`src/rtl/mult_pkg.sv`:
```
// ---------------------------------------------------------------------------
// mult_pkg
// Shared definitions for the sequential radix-2 Booth multiplier.
//   - mult_state_t : controller states (IDLE / RUN / DONE)
//   - booth_op_t   : Booth recoding of {Q[0], q_m1} (NOP / ADD / SUB)
//   - booth_decode : maps the two recoding bits onto booth_op_t
// ---------------------------------------------------------------------------
package mult_pkg;

  localparam int MULT_WIDTH_DEF = 32;
  localparam int MULT_CNT_W_DEF = 6;

  localparam logic [1:0] ST_IDLE_ENC = 2'b00;
  localparam logic [1:0] ST_RUN_ENC  = 2'b01;
  localparam logic [1:0] ST_DONE_ENC = 2'b10;

  typedef enum logic [1:0] {
    ST_IDLE = ST_IDLE_ENC,
    ST_RUN  = ST_RUN_ENC,
    ST_DONE = ST_DONE_ENC
  } mult_state_t;

  typedef enum logic [1:0] {
    BOOTH_NOP = 2'b00,
    BOOTH_ADD = 2'b01,
    BOOTH_SUB = 2'b10
  } booth_op_t;

  // 01 -> end of a run of ones: add M; 10 -> start of a run of ones: subtract M.
  function automatic booth_op_t booth_decode(input logic q0, input logic q_m1);
    booth_op_t op;
    case ({q0, q_m1})
      2'b01:   op = BOOTH_ADD;
      2'b10:   op = BOOTH_SUB;
      default: op = BOOTH_NOP;
    endcase
    return op;
  endfunction

endpackage

```
`src/rtl/booth_step.sv`:
```
// ---------------------------------------------------------------------------
// booth_step
// One combinational radix-2 Booth iteration: add/subtract M into the
// accumulator according to {qreg[0], q_m1}, then arithmetic-shift the
// concatenation {sum, qreg, q_m1} right by one bit.
// Ports:
//   acc        in  WIDTH+1  current accumulator (signed)
//   mreg       in  WIDTH+1  sign-extended multiplicand
//   qreg       in  WIDTH    current multiplier/low-product register
//   q_m1       in  1        previous multiplier LSB
//   acc_next   out WIDTH+1  accumulator after add and shift
//   qreg_next  out WIDTH    Q register after shift
//   q_m1_next  out 1        bit shifted out of the Q register
// ---------------------------------------------------------------------------
module booth_step
  import mult_pkg::*;
#(
  parameter int WIDTH = MULT_WIDTH_DEF
) (
  input  logic [WIDTH:0]   acc,
  input  logic [WIDTH:0]   mreg,
  input  logic [WIDTH-1:0] qreg,
  input  logic             q_m1,
  output logic [WIDTH:0]   acc_next,
  output logic [WIDTH-1:0] qreg_next,
  output logic             q_m1_next
);

  booth_op_t      op;
  logic [WIDTH:0] sum;

  always_comb begin
    op  = booth_decode(qreg[0], q_m1);
    sum = acc;
    case (op)
      BOOTH_ADD: sum = acc + mreg;
      BOOTH_SUB: sum = acc + (~mreg + 1'b1);
      default:   sum = acc;
    endcase
    // The extra accumulator bit keeps -M representable for M = -2^(WIDTH-1),
    // so replicating sum's MSB is a true arithmetic shift.
    {acc_next, qreg_next, q_m1_next} = {sum[WIDTH], sum, qreg};
  end

endmodule

```
`src/rtl/booth_mult_seq.sv`:
```
// ---------------------------------------------------------------------------
// booth_mult_seq
// Iterative radix-2 Booth signed multiplier, one Booth step per clock.
// Optional feature macro: BOOTH_MULT_ZERO_SKIP_EN -- when defined, a start
// with a zero operand jumps straight to DONE with a zero product.
// Ports:
//   clock         in  1      system clock (rising edge)
//   clear         in  1      synchronous active-high reset
//   start         in  1      request, sampled only in IDLE
//   multiplicand  in  WIDTH  signed operand M
//   multiplier    in  WIDTH  signed operand Q
//   busy          out 1      high while iterating (RUN)
//   done          out 1      one-cycle pulse, product valid
//   product_hi    out WIDTH  upper half of the signed product
//   product_lo    out WIDTH  lower half of the signed product
// ---------------------------------------------------------------------------
module booth_mult_seq
  import mult_pkg::*;
#(
  parameter int WIDTH = MULT_WIDTH_DEF,
  parameter int CNT_W = MULT_CNT_W_DEF
) (
  input  logic             clock,
  input  logic             clear,
  input  logic             start,
  input  logic [WIDTH-1:0] multiplicand,
  input  logic [WIDTH-1:0] multiplier,
  output logic             busy,
  output logic             done,
  output logic [WIDTH-1:0] product_hi,
  output logic [WIDTH-1:0] product_lo
);

  localparam logic [CNT_W-1:0] LAST_STEP = CNT_W'(WIDTH - 1);

  mult_state_t      state_reg, state_next;
  logic [WIDTH:0]   acc_reg, mreg_reg;
  logic [WIDTH-1:0] qreg_reg;
  logic             q_m1_reg;
  logic [CNT_W-1:0] count_reg;
  logic [WIDTH-1:0] prod_hi_reg, prod_lo_reg;
  logic             done_reg;

  logic [WIDTH:0]   acc_step;
  logic [WIDTH-1:0] qreg_step;
  logic             q_m1_step;
  logic             zero_op;

  booth_step #(.WIDTH(WIDTH)) u_step (
    .acc       (acc_reg),
    .mreg      (mreg_reg),
    .qreg      (qreg_reg),
    .q_m1      (q_m1_reg),
    .acc_next  (acc_step),
    .qreg_next (qreg_step),
    .q_m1_next (q_m1_step)
  );

`ifdef BOOTH_MULT_ZERO_SKIP_EN
  assign zero_op = (multiplicand == '0) || (multiplier == '0);
`else
  assign zero_op = 1'b0;
`endif

  always_comb begin
    state_next = state_reg;
    case (state_reg)
      ST_IDLE: if (start) state_next = zero_op ? ST_DONE : ST_RUN;
      ST_RUN:  if (count_reg == LAST_STEP) state_next = ST_DONE;
      ST_DONE: state_next = ST_IDLE;
      default: state_next = ST_IDLE;
    endcase
  end

  always_ff @(posedge clock) begin
    if (clear) begin
      state_reg   <= ST_IDLE;
      acc_reg     <= '0;
      mreg_reg    <= '0;
      qreg_reg    <= '0;
      q_m1_reg    <= 1'b0;
      count_reg   <= '0;
      prod_hi_reg <= '0;
      prod_lo_reg <= '0;
      done_reg    <= 1'b0;
    end else begin
      state_reg <= state_next;
      done_reg  <= 1'b0;
      case (state_reg)
        ST_IDLE: begin
          if (start) begin
            acc_reg   <= '0;
            mreg_reg  <= {multiplicand[WIDTH-1], multiplicand};
            // A skipped zero operation reaches DONE with acc/Q cleared,
            // so the normal DONE path publishes a zero product.
            qreg_reg  <= zero_op ? '0 : multiplier;
            q_m1_reg  <= 1'b0;
            count_reg <= '0;
          end
        end
        ST_RUN: begin
          acc_reg   <= acc_step;
          qreg_reg  <= qreg_step;
          q_m1_reg  <= q_m1_step;
          count_reg <= count_reg + 1'b1;
        end
        ST_DONE: begin
          prod_hi_reg <= acc_reg[WIDTH-1:0];
          prod_lo_reg <= qreg_reg;
          done_reg    <= 1'b1;
        end
        default: ;
      endcase
    end
  end

  assign busy       = (state_reg == ST_RUN);
  assign done       = done_reg;
  assign product_hi = prod_hi_reg;
  assign product_lo = prod_lo_reg;

endmodule

```
`config.mk`:
```
export PLATFORM = sky130hd
export DESIGN_NAME = booth_mult_seq
export DESIGN_NICKNAME = d
export VERILOG_FILES = /design/src/rtl/mult_pkg.sv /design/src/rtl/booth_step.sv /design/src/rtl/booth_mult_seq.sv
export SDC_FILE = /design/constraint.sdc
export NUM_CORES = 1
export LEC_CHECK = 0
export BUFFER_PORTS_ARGS = -buffer_cell sky130_fd_sc_hd__buf_4
export CAP_MARGIN = 20
export CORE_MARGIN = 1.5
export CORE_UTILIZATION = 45
export DETAILED_ROUTE_END_ITERATION = 8
export PLACE_DENSITY_LB_ADDON = 0.1
export RECOVER_POWER = 100
export SLEW_MARGIN = 10
export SYNTH_ARGS = -nofsm -noshare
export SYNTH_HDL_FRONTEND = slang
export SYNTH_HIERARCHICAL = 1
export SYNTH_SLANG_ARGS = --single-unit
```
`constraint.sdc`:
```
create_clock -name clock -period 7.11 [get_ports clock]
set_clock_uncertainty 0.1 [all_clocks]
set_input_delay 0.711 -clock clock [delete_from_list [all_inputs] [get_ports clock]]
set_output_delay 0.711 -clock clock [all_outputs]
set_load 0.05 [all_outputs]
```
# == Word level (Yosys, flattened, before mapping) ==
# Index checks and enable logic that the tools add are counted.
# word_totals
regBits,171
output_inout_bits,66
# op_classes
add_sub_neg,4
eq_ne,9
mux,14
bitwise,1
n_reduce_logical,5
# op_table
cell,n
$pmux W33 S2,2
$add A33 B33 Y33,2
$pmux W32 S2,1
$add A33 B1 Y33 const B,1
$mux W33,1
$not A33 Y33,1
$mux W32,1
$pmux W6 S2,1
$pmux W2 S2,2
$add A6 B1 Y6 const B,1
$eq A2 B1 Y1 const B,3
$eq A2 B2 Y1 const B,3
$eq A6 B5 Y1 const B,1
$mux W6,1
$reduce_and A2 Y1,3
$mux W2,2
$logic_not A2 Y1,1
$mux W1,2
$ne A2 B1 Y1 const B,1
$ne A2 B2 Y1 const B,1
$pmux W1 S2,1
$reduce_bool A2 Y1,1

# == Longest topological paths before layout ==
# Gate-level depths: netlist of run 1.
# logic_depth
ltp_word,5
depth_mapped,14
mapped_depth_nobuf,13

# == By module ==
# The synthesis of run 1 kept the hierarchy.
# modules_own_cells
mod,n_inst,cells_each,area_each_um2
booth_mult_seq,1,711,6017.0
booth_step,1,689,4533.1

# == Worst setup path after synthesis of run 1 ==
# No wires, ideal clock.
# synth_path
path_type,reg2reg
from,reg mreg_reg[16]
to,reg acc_reg[32]
setup_time_ps,117
arrival_time_ps,3025
path_slack_ps,3869
path_stages_with_launch,15
path_buffers,2
synth_period_minus_slack_ps,3241
cell_sequence,dfxtp_1 > inv_1 > ha_1 > buf_6 > or4_4 > nor3_2 > and4bb_1 > a21oi_1 > o221ai_1 > a31oi_1 > xnor2_1 > mux2i_1 > o221ai_1 > buf_4 > a22o_1
# synth_between
elab_chain_cells,5
word_cells_on_any_way,6
cone_classes,3 x add/sub; 2 x mux; 1 x bitwise
# synth_rtl
element,line,rtl
from (decl),booth_mult_seq.sv:37,"logic [WIDTH:0] acc_reg, mreg_reg;"
from (signal assigned),booth_mult_seq.sv:93,"mreg_reg <= {multiplicand[WIDTH-1], multiplicand};"
$not A33 Y33,booth_step.sv:37,BOOTH_SUB: sum = acc + (~mreg + 1'b1);
$add A33 B1 Y33,booth_step.sv:37,
$add A33 B33 Y33,booth_step.sv:37,
$pmux W33 S2 (*),booth_step.sv:35,case (op)
via acc_step[31],booth_mult_seq.sv:44,logic [WIDTH:0] acc_step;
$pmux W33 S2 (*),booth_mult_seq.sv:89,case (state_reg)
to (signal assigned),booth_mult_seq.sv:102,acc_reg <= acc_step;
to (decl),booth_mult_seq.sv:37,
# Mark *: on every way through the listed nets, which the timed path passes. The rest lies on a longest branch.
# A chain may end at the register's enable or synchronous reset.

# == Worst setup path in the final report of run 1 ==
# layout_path
from,reg state_reg[1]
to,out busy
# layout_between
elab_chain_cells,1
# layout_rtl
element,line,rtl
from (decl),booth_mult_seq.sv:36,"mult_state_t state_reg, state_next;"
from (signal assigned),booth_mult_seq.sv:87,state_reg <= state_next;
$eq A2 B1 Y1,booth_mult_seq.sv:117,assign busy = (state_reg == ST_RUN);
to (decl),booth_mult_seq.sv:28,"output logic busy,"
# Every way passes these cells.

==> impl_metrics.tcl, run 1 <==
set metrics [dict create \
    status "finished, violations left" \
    failing_checks "capacitance limit, slew limit" \
    drv_slew 179 \
    synth_enable_flop_cells 0 \
    core_area_um2 22800 \
    post_synthesis_cell_area_um2 10600 \
    via_count_of_the_first_global_routing_pass 9336 \
    insertedDiodeCount 0 \
    grt_max_degree 65 \
    placement_rows 55 \
    drive_above_1_share 0.0835 \
    syn_to_final_growth_pct 11.3 \
    tritoncts_num_sinks 171 \
    totalNegativeSetupSlack_ns 0 \
    die_x_um 156 \
    postCtsSetupBuffers 0 \
    reg2regPathDepth 4 \
    grt_overflow 0 \
    hold_viol_final 0 \
    max_slew.worst_pin.slew_ns 3.25 \
    vias 10100 \
    design.portCount 133 \
    remaining_drc_errors 0 \
    worstSetupPathType "reg -> out" \
    synth_warnings 6 \
    syn_avg_cell_area_um2 7.54 \
    clkLatencyLatePin_ns 0.44 \
    unrepaired_setup_endpoints_after_global_routing "no" \
    hold_ws_ns 0.355 \
    whs_path_depth 2 \
    cts_resized 0 \
    vdd_drop_max_uv 138 \
    detail_route.wirelength_mm 31.1 \
    largest_register_ffs 33 \
    synthDominantCellAreaShare 0.324 \
    synth.distinct_cells 71 \
    synth-seq-area-share 0.324 \
    finalWeightedCongestion 0.936 \
    drt_iter0_markers 716 \
    die_h_um 156 \
    holdCritPathClass "reg -> reg" \
    arr_time_crit_path_ns 3.66 \
    async_flop_share 0 \
    worst_setup_hold_path_clk_slew_ns 0.08 \
    cellLeakagePower_nw 4.64 \
    dominant_combinational_cell_family_by_area_after_synthesis "compound AO/OA/AOI/OAI gates" \
    worst_setup_path_start_kind "register" \
    clock_tree_from_tritoncts "done" \
    netlist_top_cells_area "dfxtp_1 (32%), nand2_1 (8.5%), ha_1 (7.9%)" \
    synthFlopType "dfxtp_1" \
    max-cap-violations 4 \
    maximum_net_fanout_on_the_critical_path 37 \
    postSynthNetCount 1536 \
    route.detailed.wl_per_inst_um 17.7 \
    hpwl_mm 20.6 \
    grt_first_pass_wirelength_mm 49.7 \
    final_antenna_net_count 0 \
    synthXorXnorAreaFrac 0.0374 \
    regToRegSetupSlack_ns 2.86 \
    clock_tree.buffer_depth 2 \
    synth_compound_area_frac 0.251 \
    instance_count_of_the_mapped_netlist 1400 \
    cts_root_buffer "clkbuf_16" \
    period_share 0.629 \
    synth.area.mux_share 0.00783 \
    synth_fa_ha_area_frac 0.0833 \
    power_density_nw_per_um2 220 \
    synth.ff_latch_count 171 \
    initial_utilization 0.462 \
    number_of_port_buffers 132 \
    number_of_buffers_created_by_cts 17 \
    floorplan.die_area_um2 24400 \
    period_minus_slack_ns 4.47 \
    drtPass1Iterations 5 \
    maxClockFrequency_ghz 0.224 \
    critPathRequiredTime_ns 6.30 \
    grt_usage 0.254 \
    endpoint_kind "output port" \
    synthSimpleGateAreaFrac 0.207 \
    drt-vias-per-instance 5.71 \
    worst_slew_margin_relative_to_its_limit -1.17 \
    final_net_count 1572 \
    synth_top_area_cell "dfxtp_1" \
    final_core_util 0.514 \
    timing.final.setup_violations 0 \
    ctsHtreeMaxLevel 4 \
    overall_power_of_the_completed_layout_mw 2.58 \
    cts.hold.buffers_added 0 \
    number_of_antenna_violations_at_the_first_check_in_global_routing 0 \
]
power by group:
group / switching [mW] / internal [mW] / leakage, nW
combinational: 0.331 / 0.206 / 2.93
clock: 0.508 / 0.497 / 0.310
sequential: 0.0382 / 0.999 / 1.39
total: 0.877 / 1.70 / 4.64
critical path, stage by stage (launching register included):
cell	delay, ns
dfxtp_1	0.42
nand2b_1	0.13
clkbuf_1	1.12
inv_1	1.05
clkbuf_1	0.50
final cells by class:
class	instances	area, µm²
clock buffers	17	425
fillers	2304	11100
inverters	78	293
well taps	313	392
repair buffers	141	800
flip-flops and latches	171	3420
multi-input cells	1027	6190
clock inverters	15	218
layout by cell type (no fill, tap or decap), drive strengths merged, types with 7 or more instances in the layout:
master,synthesis,final
a211oi,8,8
a21o,11,11
a21oi,164,164
a221oi,7,7
a22o,37,37
a22oi,12,12
a31oi,9,9
buf,77,72
clkbuf,47,86
dfxtp,171,171
ha,67,67
inv,77,87
nand2,238,238
nand2b,13,13
nand3,14,14
nand4,8,8
nor2,92,92
nor2b,12,12
nor3,80,80
o211ai,9,9
o21ai,72,72
o21bai,13,13
o31ai,15,15
xnor2,41,41
per-layer routing:
layer | GRT usage | vias to the layer above | wire, µm
met4 | 0.0771 | 0 | 595
met1 | 0.355 | 4765 | 14900
li1 | - | 4923 | -
met3 | 0.0397 | 41 | 1870
met5 | 0 | - | 0
met2 | 0.401 | 338 | 13800
synth_stat cells, types with 14 or more instances:
| master | n |
|---|---|
| buf_4 | 33 |
| clkbuf_1 | 47 |
| o31ai_1 | 15 |
| nand2_1 | 238 |
| nor3_1 | 79 |
| dfxtp_1 | 171 |
| ha_1 | 67 |
| nand3_1 | 14 |
| o21ai_0 | 72 |
| nor2_1 | 91 |
| a21oi_1 | 163 |
| xnor2_1 | 41 |
| a22o_1 | 37 |
| inv_1 | 75 |
| buf_2 | 33 |
stage by stage:
step | area (µm²) | instances | worst slack (ns)
3_3_place_gp | 11400 | 1730 | 3.46
6_report | 11700 | 1762 | 2.64
3_5_place_dp | 11400 | 1730 | 3.34
5_1_grt | 11700 | 1762 | 2.45
4_1_cts | 12000 | 1762 | 3.33
2_1_floorplan | 10600 | 1400 | 3.87
path summary, 6_finish.rpt:
check,startpoint,to
min reg2reg,product_lo[26],product_lo[26]
max,state_reg[1],busy
min,product_lo[26],product_lo[26]
max reg2reg,state_reg[0],acc_reg[14]
logic make-up (layout without fill, tap and decap cells):
| logic type | count (synthesis) | count (layout) |
|---|---|---|
| AOI/OAI and AO/OA | 414 | 414 |
| and+or+nand+nor | 491 | 491 |
| xor gates and xnor gates | 45 | 45 |
| adders and majority gates | 69 | 69 |
| DFF | 171 | 171 |
| muxes | 8 | 8 |
| buffers and inverters | 202 | 251 |
No activity file was read; power rests on OpenSTA's default activity.
==> run 2, diff against run 1 <==
clock period = 4 ns   (was 7.11 ns; I/O delays follow)
==> run 2 against run 1 <==
The flow still finishes with violations (capacitance limit, slew limit). Sequential power is 77% higher. Setup slack got worse by 2.4 ns. Die area unchanged. Worst hold slack worse by 0.26 ns. Sequential share of layout area shrank 0.29 points. Routed wire length decreased by 1.1%. Total power is 77% higher. Clock-buffer cell count unchanged. Via count hardly changed. Non-clock buffer count grew 15. Register-to-register slack lost 2.6 ns. Critical endpoint is now acc_reg[28]. Highest routed layer unchanged.
==> impl_metrics.tcl, run 2 (synthesis results as in run 1) <==
set metrics [dict create \
    status "finished, violations left" \
    failing_checks "capacitance limit, slew limit" \
    finalWeightedCongestion 0.955 \
    filler_cell_count 2349 \
    drive_above_1_share 0.0929 \
    worst_setup_path_start_kind "register" \
    detail_route.wirelength_mm 30.8 \
    crit_family "compound AO/OA/AOI/OAI gates" \
    maxClockFrequency_ghz 0.269 \
    cellLeakagePower_nw 4.70 \
    grt_max_degree 65 \
    cp_cell_sequence "inv_1 > ha_1 > or3b_2 > a311oi_1 > or3_1 > nand2b_1 > o21ai_0 > a221o_1 > a2111o_1 > o211ai_1 > a21o_1 > a22o_1" \
    number_of_antenna_violations_at_the_first_check_in_global_routing 0 \
    route.detailed.wl_per_inst_um 17.3 \
    insertedDiodeCount 0 \
    clkLatencyLatePin_ns 0.45 \
    timing.final.setup_violations 0 \
    floorplan.die_area_um2 24400 \
    period_share 0.930 \
    number_of_buffers_created_by_cts 17 \
    core_area_um2 22800 \
    overall_power_of_the_completed_layout_mw 4.56 \
    period_minus_slack_ns 3.72 \
    worst_slew_margin_relative_to_its_limit -0.417 \
    multi_input_comb_area_um2 6190 \
    syn_to_final_growth_pct 12.4 \
    die_h_um 156 \
    drt_iter0_markers 702 \
    max-cap-violations 2 \
    max_slew.worst_pin.slew_ns 2.12 \
    grt_usage 0.252 \
    worst_setup_hold_path_clk_slew_ns 0.08 \
    grt_first_pass_wirelength_mm 49.3 \
    maximum_net_fanout_on_the_critical_path 12 \
    holdCritPathClass "in -> reg" \
    cts_resized 0 \
    number_of_port_buffers 132 \
    vdd_drop_max_uv 305 \
    final_antenna_net_count 0 \
    final_net_count 1587 \
    reg2regPathDepth 12 \
    postCtsSetupBuffers 0 \
    totalNegativeSetupSlack_ns 0 \
    drtPass1Iterations 5 \
    drt-vias-per-instance 5.66 \
    worst_path_max_delay_cell "ha_1" \
    tritoncts_num_sinks 171 \
    clock_tree.buffer_depth 2 \
    design.portCount 133 \
    power_density_nw_per_um2 385 \
    unrepaired_setup_endpoints_after_global_routing "no" \
    via_count_of_the_first_global_routing_pass 9347 \
    largest_register_ffs 33 \
    hold_viol_final 0 \
    clock_tree_from_tritoncts "done" \
    arr_time_crit_path_ns 4.00 \
    critPathMaxStageDelay_ns 0.51 \
    vias 10100 \
    endpoint_kind "register" \
    die_x_um 156 \
    path_depth 12 \
    hpwl_mm 21.1 \
    initial_utilization 0.462 \
    remaining_drc_errors 0 \
    most-common-layout-cells "nand2_1 (238), dfxtp_1 (171), a21oi_1 (163), nor2_1 (92), buf_4 (86)" \
    placement_rows 55 \
    path_buf_inv 1 \
    grt_overflow 0 \
    mostFrequentLayoutCell "nand2_1" \
    ctsHtreeMaxLevel 4 \
    drv_slew 64 \
    cts.hold.buffers_added 0 \
    critPathRequiredTime_ns 4.28 \
    seqCellArea_um2 3420 \
    cts_root_buffer "clkbuf_16" \
    worstSetupPathType "reg -> reg" \
    whs_path_depth 3 \
]
## run 2: through the flow
step / hold slack (ns) / cell area, µm² / util / worst slack [ns] / instances
2_1_floorplan: 0.346 / 10600 / - / 0.759 / 1400
3_3_place_gp: 0.343 / 11500 / 0.502 / 0.411 / 1744
3_5_place_dp: 0.347 / 11500 / 0.502 / 0.296 / 1744
4_1_cts: 0.0822 / 12100 / 0.530 / 0.272 / 1776
5_1_grt: 0.0945 / 11900 / 0.519 / 0.0380 / 1777
6_report: 0.0911 / 11900 / 0.519 / 0.280 / 1777
## run 2: final cells by class
cell class | instances | area share
Clock buffer | 17 | 0.0359
Timing Repair Buffer | 156 | 0.0777
Inverter | 78 | 0.0247
Clock inverter | 15 | 0.0178
Tap cell | 313 | 0.0330
Multi-Input combinational cell | 1027 | 0.522
Sequential cell | 171 | 0.289
## run 2: report_power, final
group	total, mW	internal, mW	switching, mW	leakage, nW
registers	1.84	1.78	0.0667	1.39
clock network	1.76	0.870	0.888	0.305
logic	0.961	0.377	0.585	3.01
total	4.56	3.02	1.54	4.70
## run 2: metal layers
metal  up-vias  part of all wire  GRT usage  wire (µm)
met4         0             0.014     0.0671        429
met2       354              0.45      0.403      13900
met3        34             0.066     0.0536       2020
met1      4729              0.47      0.343      14400
li1       4949                 -          -          -
met5         -                 0          0          0
## run 2: path summary, 6_finish.rpt
path,startpoint,end,slack (ns)
hold reg to reg,product_hi[22],product_hi[22],0.35
hold / removal,multiplicand[9],mreg_reg[9],0.09
setup / recovery,mreg_reg[9],acc_reg[28],0.28
setup reg to reg,mreg_reg[9],acc_reg[28],0.28
## run 2: worst register-to-register path: cells and delay by family (launching register included)
family / cells / cell delay, ns
buffers and inverters: 1 / 0.05
flip-flops: 1 / 0.36
AND/OR/NAND/NOR: 3 / 0.77
AO/OA/AOI/OAI: 7 / 1.86
adder cells (fa/ha/maj): 1 / 0.51
